--- src/rtl/memory_access_pkg.sv ---
// Shared definitions for the MEM stage: opcodes, funct3 codes, FSM states
// and the byte-lane mask helper used by the alignment unit.
package memory_access_pkg;

  localparam logic [6:0] OPC_LOAD  = 7'b0000011;
  localparam logic [6:0] OPC_STORE = 7'b0100011;

  localparam logic [2:0] F3_LB  = 3'b000;
  localparam logic [2:0] F3_LH  = 3'b001;
  localparam logic [2:0] F3_LW  = 3'b010;
  localparam logic [2:0] F3_LBU = 3'b100;
  localparam logic [2:0] F3_LHU = 3'b101;
  localparam logic [2:0] F3_SB  = 3'b000;
  localparam logic [2:0] F3_SH  = 3'b001;
  localparam logic [2:0] F3_SW  = 3'b010;

  typedef enum logic [1:0] {
    IDLE   = 2'd0,
    ACCESS = 2'd1,
    WB     = 2'd2
  } state_e;

  // Byte-enable mask for an access of the given size code (funct3[1:0])
  // starting at byte offset a within the word.
  function automatic logic [3:0] lane_mask(input logic [1:0] size, input logic [1:0] a);
    logic [3:0] m;
    unique case (size)
      2'b00:   m = 4'b0001 << a;
      2'b01:   m = 4'b0011 << a;
      default: m = 4'b1111;
    endcase
    return m;
  endfunction

endpackage

--- src/rtl/memory_access_lsu_align.sv ---
// Combinational load/store alignment unit.
//   opcode, funct3, addr_lo : instruction fields and effective-address byte offset
//   store_data / rdata      : rs2 store data / raw memory read data
//   is_mem, is_store        : instruction classification
//   fault                   : misaligned access or illegal funct3 (memory ops only)
//   be, wdata               : byte enables and lane-replicated store data
//   lmd                     : extracted and sign/zero-extended load data
module memory_access_lsu_align
  import memory_access_pkg::*;
(
  input  logic [6:0]  opcode,
  input  logic [2:0]  funct3,
  input  logic [1:0]  addr_lo,
  input  logic [31:0] store_data,
  input  logic [31:0] rdata,
  output logic        is_mem,
  output logic        is_store,
  output logic        fault,
  output logic [3:0]  be,
  output logic [31:0] wdata,
  output logic [31:0] lmd
);

  logic        is_load;
  logic [31:0] x;

  always_comb begin
    is_load  = (opcode == OPC_LOAD);
    is_store = (opcode == OPC_STORE);
    is_mem   = is_load | is_store;

    be = lane_mask(funct3[1:0], addr_lo);
    unique case (funct3[1:0])
      2'b00:   wdata = {4{store_data[7:0]}};
      2'b01:   wdata = {2{store_data[15:0]}};
      default: wdata = store_data;
    endcase

    fault = 1'b0;
    if (is_load) begin
      unique case (funct3)
        F3_LB, F3_LBU: fault = 1'b0;
        F3_LH, F3_LHU: fault = addr_lo[0];
        F3_LW:         fault = |addr_lo;
        default:       fault = 1'b1;
      endcase
    end else if (is_store) begin
      unique case (funct3)
        F3_SB:   fault = 1'b0;
        F3_SH:   fault = addr_lo[0];
        F3_SW:   fault = |addr_lo;
        default: fault = 1'b1;
      endcase
    end

    x = rdata >> {addr_lo, 3'b000};
    unique case (funct3)
      F3_LB:   lmd = {{24{x[7]}}, x[7:0]};
      F3_LH:   lmd = {{16{x[15]}}, x[15:0]};
      F3_LW:   lmd = x;
      F3_LBU:  lmd = {24'h0, x[7:0]};
      F3_LHU:  lmd = {16'h0, x[15:0]};
      default: lmd = '0;
    endcase
  end

endmodule

--- src/rtl/memory_access.sv ---
// MEM stage of the non-pipelined RV32I core.
//   EX_MEM_*  : input bundle (valid/ready handshake, accepted only in IDLE)
//   DMEM_*    : req/ack data-memory port, request held until ACK or timeout
//   MEM_WB_*  : registered output bundle, MEM_WB_VALID pulses for one cycle
module memory_access
  import memory_access_pkg::*;
#(
  parameter int unsigned TIMEOUT_CYCLES = 255,
  parameter int unsigned TO_W           = 8
) (
  input  logic        clk,
  input  logic        rst_n,
  input  logic        EX_MEM_VALID,
  output logic        EX_MEM_READY,
  input  logic [31:0] EX_MEM_ALU_OUT,
  input  logic [31:0] EX_MEM_IR,
  input  logic [31:0] EX_MEM_B,
  output logic        DMEM_REQ,
  output logic        DMEM_WE,
  output logic [3:0]  DMEM_BE,
  output logic [31:0] DMEM_ADDR,
  output logic [31:0] DMEM_WDATA,
  input  logic [31:0] DMEM_RDATA,
  input  logic        DMEM_ACK,
  output logic        MEM_WB_VALID,
  output logic [31:0] MEM_WB_ALU_OUT,
  output logic [31:0] MEM_WB_LMD,
  output logic [31:0] MEM_WB_IR,
  output logic        MEM_WB_FAULT
);

  state_e          state_q, state_d;
  logic [TO_W-1:0] cnt_q, cnt_d;
  logic [31:0]     alu_q, alu_d, ir_q, ir_d, b_q, b_d;
  logic            req_q, req_d, we_q, we_d;
  logic [3:0]      be_q, be_d;
  logic [31:0]     addr_q, addr_d, wdata_q, wdata_d;
  logic            wb_valid_q, wb_valid_d, wb_fault_q, wb_fault_d;
  logic [31:0]     wb_alu_q, wb_alu_d, wb_lmd_q, wb_lmd_d, wb_ir_q, wb_ir_d;

  logic            sel_in;
  logic [31:0]     alu_sel, ir_sel, b_sel;
  logic            lsu_is_mem, lsu_is_store, lsu_fault;
  logic [3:0]      lsu_be;
  logic [31:0]     lsu_wdata, lsu_lmd;
  logic            timeout_hit;

  // The alignment unit classifies the incoming bundle while IDLE (so the
  // accept edge can route straight to WB), and extracts load data from the
  // captured bundle while ACCESS.
  assign sel_in  = (state_q == IDLE);
  assign alu_sel = sel_in ? EX_MEM_ALU_OUT : alu_q;
  assign ir_sel  = sel_in ? EX_MEM_IR      : ir_q;
  assign b_sel   = sel_in ? EX_MEM_B       : b_q;

  memory_access_lsu_align u_lsu_align (
    .opcode     (ir_sel[6:0]),
    .funct3     (ir_sel[14:12]),
    .addr_lo    (alu_sel[1:0]),
    .store_data (b_sel),
    .rdata      (DMEM_RDATA),
    .is_mem     (lsu_is_mem),
    .is_store   (lsu_is_store),
    .fault      (lsu_fault),
    .be         (lsu_be),
    .wdata      (lsu_wdata),
    .lmd        (lsu_lmd)
  );

  // Counter holds the number of completed no-ACK cycles, so the final
  // no-ACK cycle is the one where it reads TIMEOUT_CYCLES-1.
  assign timeout_hit = (TIMEOUT_CYCLES != 0) && (cnt_q == TO_W'(TIMEOUT_CYCLES - 1));

  always_comb begin
    state_d    = state_q;
    cnt_d      = cnt_q;
    alu_d      = alu_q;
    ir_d       = ir_q;
    b_d        = b_q;
    req_d      = req_q;
    we_d       = we_q;
    be_d       = be_q;
    addr_d     = addr_q;
    wdata_d    = wdata_q;
    wb_valid_d = 1'b0;
    wb_alu_d   = wb_alu_q;
    wb_lmd_d   = wb_lmd_q;
    wb_ir_d    = wb_ir_q;
    wb_fault_d = wb_fault_q;

    unique case (state_q)
      IDLE: begin
        if (EX_MEM_VALID) begin
          alu_d = EX_MEM_ALU_OUT;
          ir_d  = EX_MEM_IR;
          b_d   = EX_MEM_B;
          if (lsu_is_mem && !lsu_fault) begin
            state_d = ACCESS;
            cnt_d   = '0;
            req_d   = 1'b1;
            we_d    = lsu_is_store;
            be_d    = lsu_be;
            addr_d  = {EX_MEM_ALU_OUT[31:2], 2'b00};
            wdata_d = lsu_wdata;
          end else begin
            state_d    = WB;
            wb_valid_d = 1'b1;
            wb_alu_d   = EX_MEM_ALU_OUT;
            wb_ir_d    = EX_MEM_IR;
            wb_lmd_d   = '0;
            wb_fault_d = lsu_fault;
          end
        end
      end
      ACCESS: begin
        if (DMEM_ACK || timeout_hit) begin
          state_d    = WB;
          cnt_d      = '0;
          req_d      = 1'b0;
          wb_valid_d = 1'b1;
          wb_alu_d   = alu_q;
          wb_ir_d    = ir_q;
          wb_lmd_d   = (DMEM_ACK && !we_q) ? lsu_lmd : '0;
          wb_fault_d = !DMEM_ACK;
        end else begin
          cnt_d = cnt_q + 1'b1;
        end
      end
      WB:      state_d = IDLE;
      default: state_d = IDLE;
    endcase
  end

  always_ff @(posedge clk or negedge rst_n) begin
    if (!rst_n) begin
      state_q    <= IDLE;
      cnt_q      <= '0;
      alu_q      <= '0;
      ir_q       <= '0;
      b_q        <= '0;
      req_q      <= 1'b0;
      we_q       <= 1'b0;
      be_q       <= '0;
      addr_q     <= '0;
      wdata_q    <= '0;
      wb_valid_q <= 1'b0;
      wb_alu_q   <= '0;
      wb_lmd_q   <= '0;
      wb_ir_q    <= '0;
      wb_fault_q <= 1'b0;
    end else begin
      state_q    <= state_d;
      cnt_q      <= cnt_d;
      alu_q      <= alu_d;
      ir_q       <= ir_d;
      b_q        <= b_d;
      req_q      <= req_d;
      we_q       <= we_d;
      be_q       <= be_d;
      addr_q     <= addr_d;
      wdata_q    <= wdata_d;
      wb_valid_q <= wb_valid_d;
      wb_alu_q   <= wb_alu_d;
      wb_lmd_q   <= wb_lmd_d;
      wb_ir_q    <= wb_ir_d;
      wb_fault_q <= wb_fault_d;
    end
  end

  assign EX_MEM_READY   = (state_q == IDLE);
  assign DMEM_REQ       = req_q;
  assign DMEM_WE        = we_q;
  assign DMEM_BE        = be_q;
  assign DMEM_ADDR      = addr_q;
  assign DMEM_WDATA     = wdata_q;
  assign MEM_WB_VALID   = wb_valid_q;
  assign MEM_WB_ALU_OUT = wb_alu_q;
  assign MEM_WB_LMD     = wb_lmd_q;
  assign MEM_WB_IR      = wb_ir_q;
  assign MEM_WB_FAULT   = wb_fault_q;

endmodule

--- config.mk ---
export PLATFORM = sky130hd
export DESIGN_NAME = memory_access
export DESIGN_NICKNAME = d
export VERILOG_FILES = /design/src/rtl/memory_access_pkg.sv /design/src/rtl/memory_access_lsu_align.sv /design/src/rtl/memory_access.sv
export SDC_FILE = /design/constraint.sdc
export NUM_CORES = 1
export LEC_CHECK = 0
export CELL_PAD_IN_SITES_DETAIL_PLACEMENT = 2
export CELL_PAD_IN_SITES_GLOBAL_PLACEMENT = 2
export CORE_MARGIN = 4
export CORE_UTILIZATION = 31
export CTS_CLUSTER_SIZE = 14
export DETAILED_ROUTE_END_ITERATION = 12
export GPL_TIMING_DRIVEN = 0
export PLACE_DENSITY = 0.91
export SYNTH_ARGS = -nofsm -noshare
export SYNTH_HDL_FRONTEND = slang
export SYNTH_SLANG_ARGS = --single-unit
--- constraint.sdc ---
create_clock -name clk -period 2.64 [get_ports clk]
set_input_delay 0.528 -clock clk [delete_from_list [all_inputs] [get_ports clk]]
set_output_delay 0.528 -clock clk [all_outputs]
set_load 0.01 [all_outputs]
======== Word level (Yosys, flattened, before mapping) ========
Index checks and enable logic that the tools add are counted.
storage, ports and cells
  register bits after elaboration ......... 240
  latch bits .............................. 0
  bits in writable memories ............... 0
  bits in read-only memories .............. 0
  input bits .............................. 132
  output and inout bits ................... 169
  logic and storage cells ................. 93
  memories ................................ 0
cells by class
  add/sub/neg operators ................... 1
  multiply operators ...................... 0
  div/mod/pow operators ................... 0
  order comparisons ....................... 0
  equal/unequal tests ..................... 13
  shifts and indexed selects .............. 3
  muxes and demuxes ....................... 42
  bitwise operators ....................... 1
  reduce and logical (&&, ||, !) cells .... 19
operators with widths
  operator               number
  $mux W32               10
  $pmux W32 S2           4
  $pmux W32 S5           1
  $shr A32 B5 Y32        1
  $mux W8                3
  $pmux W8 S2            1
  $mux W15               1
  $mux W1                11
  $add A8 B1 Y8 const B  1
  $eq A8 B8 Y1 const B   1
  $mux W2                4
  $pmux W4 S2            1
  $reduce_and A4 Y1      2
  $eq A7 B2 Y1 const B   1
  $eq A7 B6 Y1 const B   1
  $eq A3 B3 Y1 const B   2
  $ne A2 B2 Y1 const B   3
  $pmux W1 S2            3
  $pmux W1 S3            2
  $reduce_and A3 Y1      2
  $reduce_or A2 Y1       3
  $eq A2 B1 Y1 const B   2
  $logic_not A2 Y1       2
  $pmux W2 S2            1
  12 further kinds       16

======== Depth between registers and ports, before layout ========
  depth in word-level cells ............... 11
  mapped depth ............................ 11
  mapped depth without buffers ............ 7

======== Hierarchy ========
A second synthesis with hierarchy kept.
unflattened totals
  cell total of the unflattened synthesis .. 929
  area total of the unflattened synthesis .. 12,345.6 sq um
by module, submodules not included
  module                   instances  cells an instance  area an instance (sq um)  seq. area each (sq um)
  memory_access            1          749                11,035.6                  6,806.5
  memory_access_lsu_align  1          180                1,310.0                   0.0

======== Worst setup path after synthesis ========
Ideal clock, no wire load.
  kind .................................... register -> register
  start ................................... register state_q[1]
  end ..................................... register addr_q[10], in the netlist DMEM_ADDR[10]
  library setup time ...................... 0.125 ns
  data arrival time ....................... 2.196 ns
  data required time ...................... 2.515 ns
  setup slack ............................. 0.319 ns
  cell stages (with the launch flop) ...... 10
  path buffers ............................ 4
  clock period less this slack ............ 2.321 ns
  path through ............................ dfrtp_1 or2_1 buf_2 mux2i_1 buf_4 o311a_1 o211a_1 buf_4 buf_6 mux2_4
on the way
  longest elaborated chain between the ends .. 9
  elaborated cells on any way between the ends .. 21
  classes of those cells .................. eq/ne: 6; mux: 6; bitwise: 1; reduce/logical: 8
ends and longest elaborated chain
  what                                                    line                                                          source
  from (decl)                                             memory_access.sv:32                                           state_e state_q, state_d;
  from (signal assigned)                                  memory_access.sv:152                                          state_q <= state_d;
  $logic_not A2 Y1 *                                      memory_access.sv:51, memory_access.sv:91
  $mux W15 / $mux W2 (equally long branches)              memory_access.sv:53, memory_access.sv:52
  $eq A3 B2 Y1, or another cell as far along              memory_access_lsu_align.sv:41, memory_access_lsu_align.sv:48
  $pmux W1 S3 / $reduce_or A2 Y1 (equally long branches)  memory_access_lsu_align.sv:48, memory_access_lsu_align.sv:41
  $mux W1 / $pmux W1 S3 (equally long branches)           memory_access_lsu_align.sv:47, memory_access_lsu_align.sv:41
  $mux W1                                                 memory_access_lsu_align.sv:40                                 if (is_load) begin
  $logic_not A1 Y1                                        memory_access.sv:97                                           if (lsu_is_mem && !lsu_fault) begin
  $logic_and A1 B1 Y1                                     memory_access.sv:97
  $reduce_and A3 Y1 (no source line) *                    n/a
  to (signal assigned)                                    memory_access.sv:160                                          addr_q <= addr_d;
  to (decl)                                               memory_access.sv:37                                           logic [31:0] addr_q, addr_d, wdata_q, wdata_d;
Every way passes the cells marked *; elsewhere a longest branch is shown, timed or not.
A chain may end at the register's enable or synchronous reset.

======== Worst setup path after layout ========
  start ................................... register state_q[1]
  end ..................................... register wb_lmd_q[29], in the netlist MEM_WB_LMD[29]
on the way
  longest elaborated chain between the ends .. 10
  elaborated cells on any way between the ends .. 31
  classes of those cells .................. eq/ne: 10; shift: 1; mux: 10; bitwise: 1; reduce/logical: 9
ends and longest elaborated chain
  what                                                                      line                  source
  parallel branches: the longest is 10 deep, another holds $shr A32 B5 Y32  n/a
  to (signal assigned)                                                      memory_access.sv:164  wb_lmd_q <= wb_lmd_d;
  to (decl)                                                                 memory_access.sv:39   logic [31:0] wb_alu_q, wb_alu_d, wb_lmd_q, wb_lmd_d, wb_ir_q, wb_ir_d;
Parallel ways; which one is timed is not known. The select of a mux whose other input is x is not followed.

==> impl_metrics.tcl <==
set metrics [dict create \
    status "complete, no violations" \
    cts_tree "done" \
    fin_util_pct 45.4 \
    dr_wl_met3_um 2470 \
    numCtsBuffers 28 \
    grt_pass1_wl_um 66000 \
    arrival_ns 3.01 \
    ios 301 \
    synth_edf_count 0 \
    nets 1403 \
    core_area_mm2 0.0348 \
    power.share.combinational_pct 42.4 \
    power_switching_w 0.00624 \
    cp.required_ns 3.07 \
    syn-instance-count 929 \
    r2r-start "state_q[1]" \
    ant_nets 0 \
    dieArea_mm2 0.0386 \
    clockPowerShare_pct 21.9 \
    gp_congestion 0.837 \
    wirelength_um 43800 \
    first_pass_iters 4 \
    max_freq_ghz 0.388 \
    start_util_pct 31.6 \
    ys_types 60 \
    finalHoldViolCount 0 \
    powerDensity_mw_per_mm2 1070 \
    min_period_ns 2.58 \
    yosysWarnings 0 \
    synthArstFlopShare_pct 100 \
    gr-total-overflow 0 \
    setup_viol 0 \
    netlist.area_leader.share_pct 54.6 \
    report.final.slew_viol_count 0 \
    r2r_end "MEM_WB_LMD[29]" \
    grt_pass1_vias 10400 \
    h-tree-depth 1 \
    synth_top_cells_by_count "dfrtp_1, nand2_1, mux2i_1, o21ai_0, mux2_2" \
    grt.total_usage_pct 21.8 \
    fp-row-count 68 \
    ys.flop_type "dfrtp_1" \
    endpoint_kind "register" \
    ys_ff_latch 240 \
    crit_fanout 10 \
    grt_max_degree 121 \
    via_per_inst 5.21 \
    clock-root-buffer "clkbuf_16" \
    p_seq_share_pct 35.7 \
    synthToLayoutAreaGrowth_pct 43.7 \
    synth-seq-area-share_pct 54.6 \
    r2r_slack_ns 0.06 \
    port_buffers 298 \
    drv_cap 0 \
    critPathCapture "MEM_WB_LMD[29]" \
    yosys.cell_count.top_type "dfrtp_1" \
    clockBufferDepth 3 \
    final.period_utilization_pct 97.6 \
    worstSkewPairLatency_ns 0.55 \
    dp_slack_ns -1.05 \
    drive_gt1_share_pct 19.1 \
    synth_largest_area_cell "dfrtp_1" \
    fin_ws_ns 0.0642 \
    antenna_found_initial 6 \
    synth_area_mm2 0.0110 \
    top_layer_used "met5" \
    worstSetupStartpointType "register" \
    die_w_um 196 \
    startpoint "state_q[1]" \
    drt-met1-wl_um 17200 \
    drc 0 \
    hold_class "input port to asynchronous set/reset pin" \
    p_int_w 0.0107 \
    drtIter0Drc 301 \
    syn-mean-instance-area_um2 11.8 \
    fin_area_mm2 0.0158 \
    irDropWorstVdd_mv 0.572 \
    netSwitchingFraction_pct 36.8 \
    worst_pin_slew_ns 0.796 \
    postPlaceCellArea_mm2 0.0146 \
    r2r_cells 9 \
    path_class "register to register" \
    dr_wl_met2_um 23100 \
    synth_area_leaders "dfrtp_1, mux2i_1, mux2_2, mux2_4, nand2_1" \
    wl_per_cell_um 25.1 \
    hpwl_um 31800 \
    numClockSinks 240 \
    relSlewSlack_pct 46.5 \
    skew_ns 0.0172 \
    num_vias 9098 \
    die_y_um 196 \
    clk_pin_slew_ns 0.06 \
    p_leak_nw 6.71 \
    rsz0062_at_grt "true" \
]
[power groups by stage]
stage | sequential (W) | clock [W] | combinational [W]
2_1_floorplan | 0.00616 | 0 | 0.00296
3_3_place_gp | 0.00589 | 0 | 0.00640
3_5_place_dp | 0.00607 | 0 | 0.00676
4_1_cts | 0.00605 | 0.00381 | 0.00707
5_1_grt | 0.00622 | 0.00399 | 0.00775
6_report | 0.00605 | 0.00371 | 0.00718
[logic make-up (layout without fill, tap and decap cells)]
logic type,after synthesis,after routing,share of synthesized area (%)
simple gates,211,211,8.50
compound gates,188,188,10.8
mux,214,214,22.3
buf+inv,73,430,3.57
flops,240,240,54.6
fa+ha+maj,2,2,0.227
other cells,1,7,0.0341
[registers in the layout, indices dropped and copies added, names as in the netlist, 2 cells and up]
register        count
MEM_WB_ALU_OUT     32
cnt_q               8
alu_q              32
state_q             2
DMEM_ADDR          30
DMEM_BE             4
MEM_WB_LMD         32
ir_q               32
DMEM_WDATA         32
MEM_WB_IR          32
[cell type report]
class / count / area, um^2
Antenna cell: 5 / 12.5
Inverter: 10 / 37.5
Tap cell: 455 / 569
Timing Repair Buffer: 310 / 3120
Buffer: 62 / 459
Clock buffer: 39 / 802
Sequential cell: 240 / 6010
Multi-Input combinational cell: 617 / 4730
Fill cell: 3475 / 19000
Clock inverter: 9 / 62.6
[stage by stage]
step	hold WS, ns	power (W)	cells	TNS (ns)
global route	0.394	0.0180	1747	-2.55
detailed placement	0.366	0.0128	1685	-127.82
CTS	0.373	0.0169	1739	-0.0226
finish	0.404	0.0169	1747	0
global placement	0.464	0.0123	1683	-2387.97
floorplan	0.232	0.00912	930	0
[repair_timing]
item	4_1_cts	5_1_grt
setup buffers	5	4
cloned	0	0
gates resized for setup	36	42
hold endpoints to repair	15	0
setup endpoints to repair	153	218
hold buffers	1	0
[layout by cell type, fill, tap and decap left out, drive strengths merged, types with 5 or more instances in the layout]
cell,n
mux2,121
clkinv,8
a22o,16
a22oi,8
o22ai,6
nor4,5
a21oi,19
mux2i,93
clkbuf,63
inv,10
nor3,6
nand3,6
nor2,41
a221o,9
diode,5
o21ai,88
a31oi,20
buf,50
o211ai,10
nand3b,5
dfrtp,240
nand2,121
clkdlybuf4s50,296
[routing by layer]
layer	track usage [%]	vias to the layer above
met4	5.28	2
met2	40.0	252
met5	0	-
met3	4.67	60
met1	26.0	4772
li1	-	4012
[worst max-delay path, stage by stage, from the launching register on]
cell	delay [ns]
dfrtp_2	0.43
or2_1	0.23
buf_2	0.15
buf_4	0.20
a21oi_2	0.30
a31o_2	0.24
a31oi_2	0.13
buf_6	0.18
buf_2	0.21
a221o_1	0.39
[worst min-delay path by stage]
stage | from | end | slack [ns] | cells past startpoint
6_report | rst_n | DMEM_ADDR[5] | 0.40 | 2
4_1_cts | rst_n | DMEM_ADDR[3] | 0.37 | 2
3_3_place_gp | MEM_WB_ALU_OUT[2] | MEM_WB_ALU_OUT[2] | 0.46 | 2
3_5_place_dp | rst_n | DMEM_ADDR[3] | 0.37 | 1
2_1_floorplan | rst_n | DMEM_ADDR[10] | 0.23 | 0
5_1_grt | rst_n | DMEM_ADDR[9] | 0.39 | 2
No activity file was read; power rests on OpenSTA's default activity.
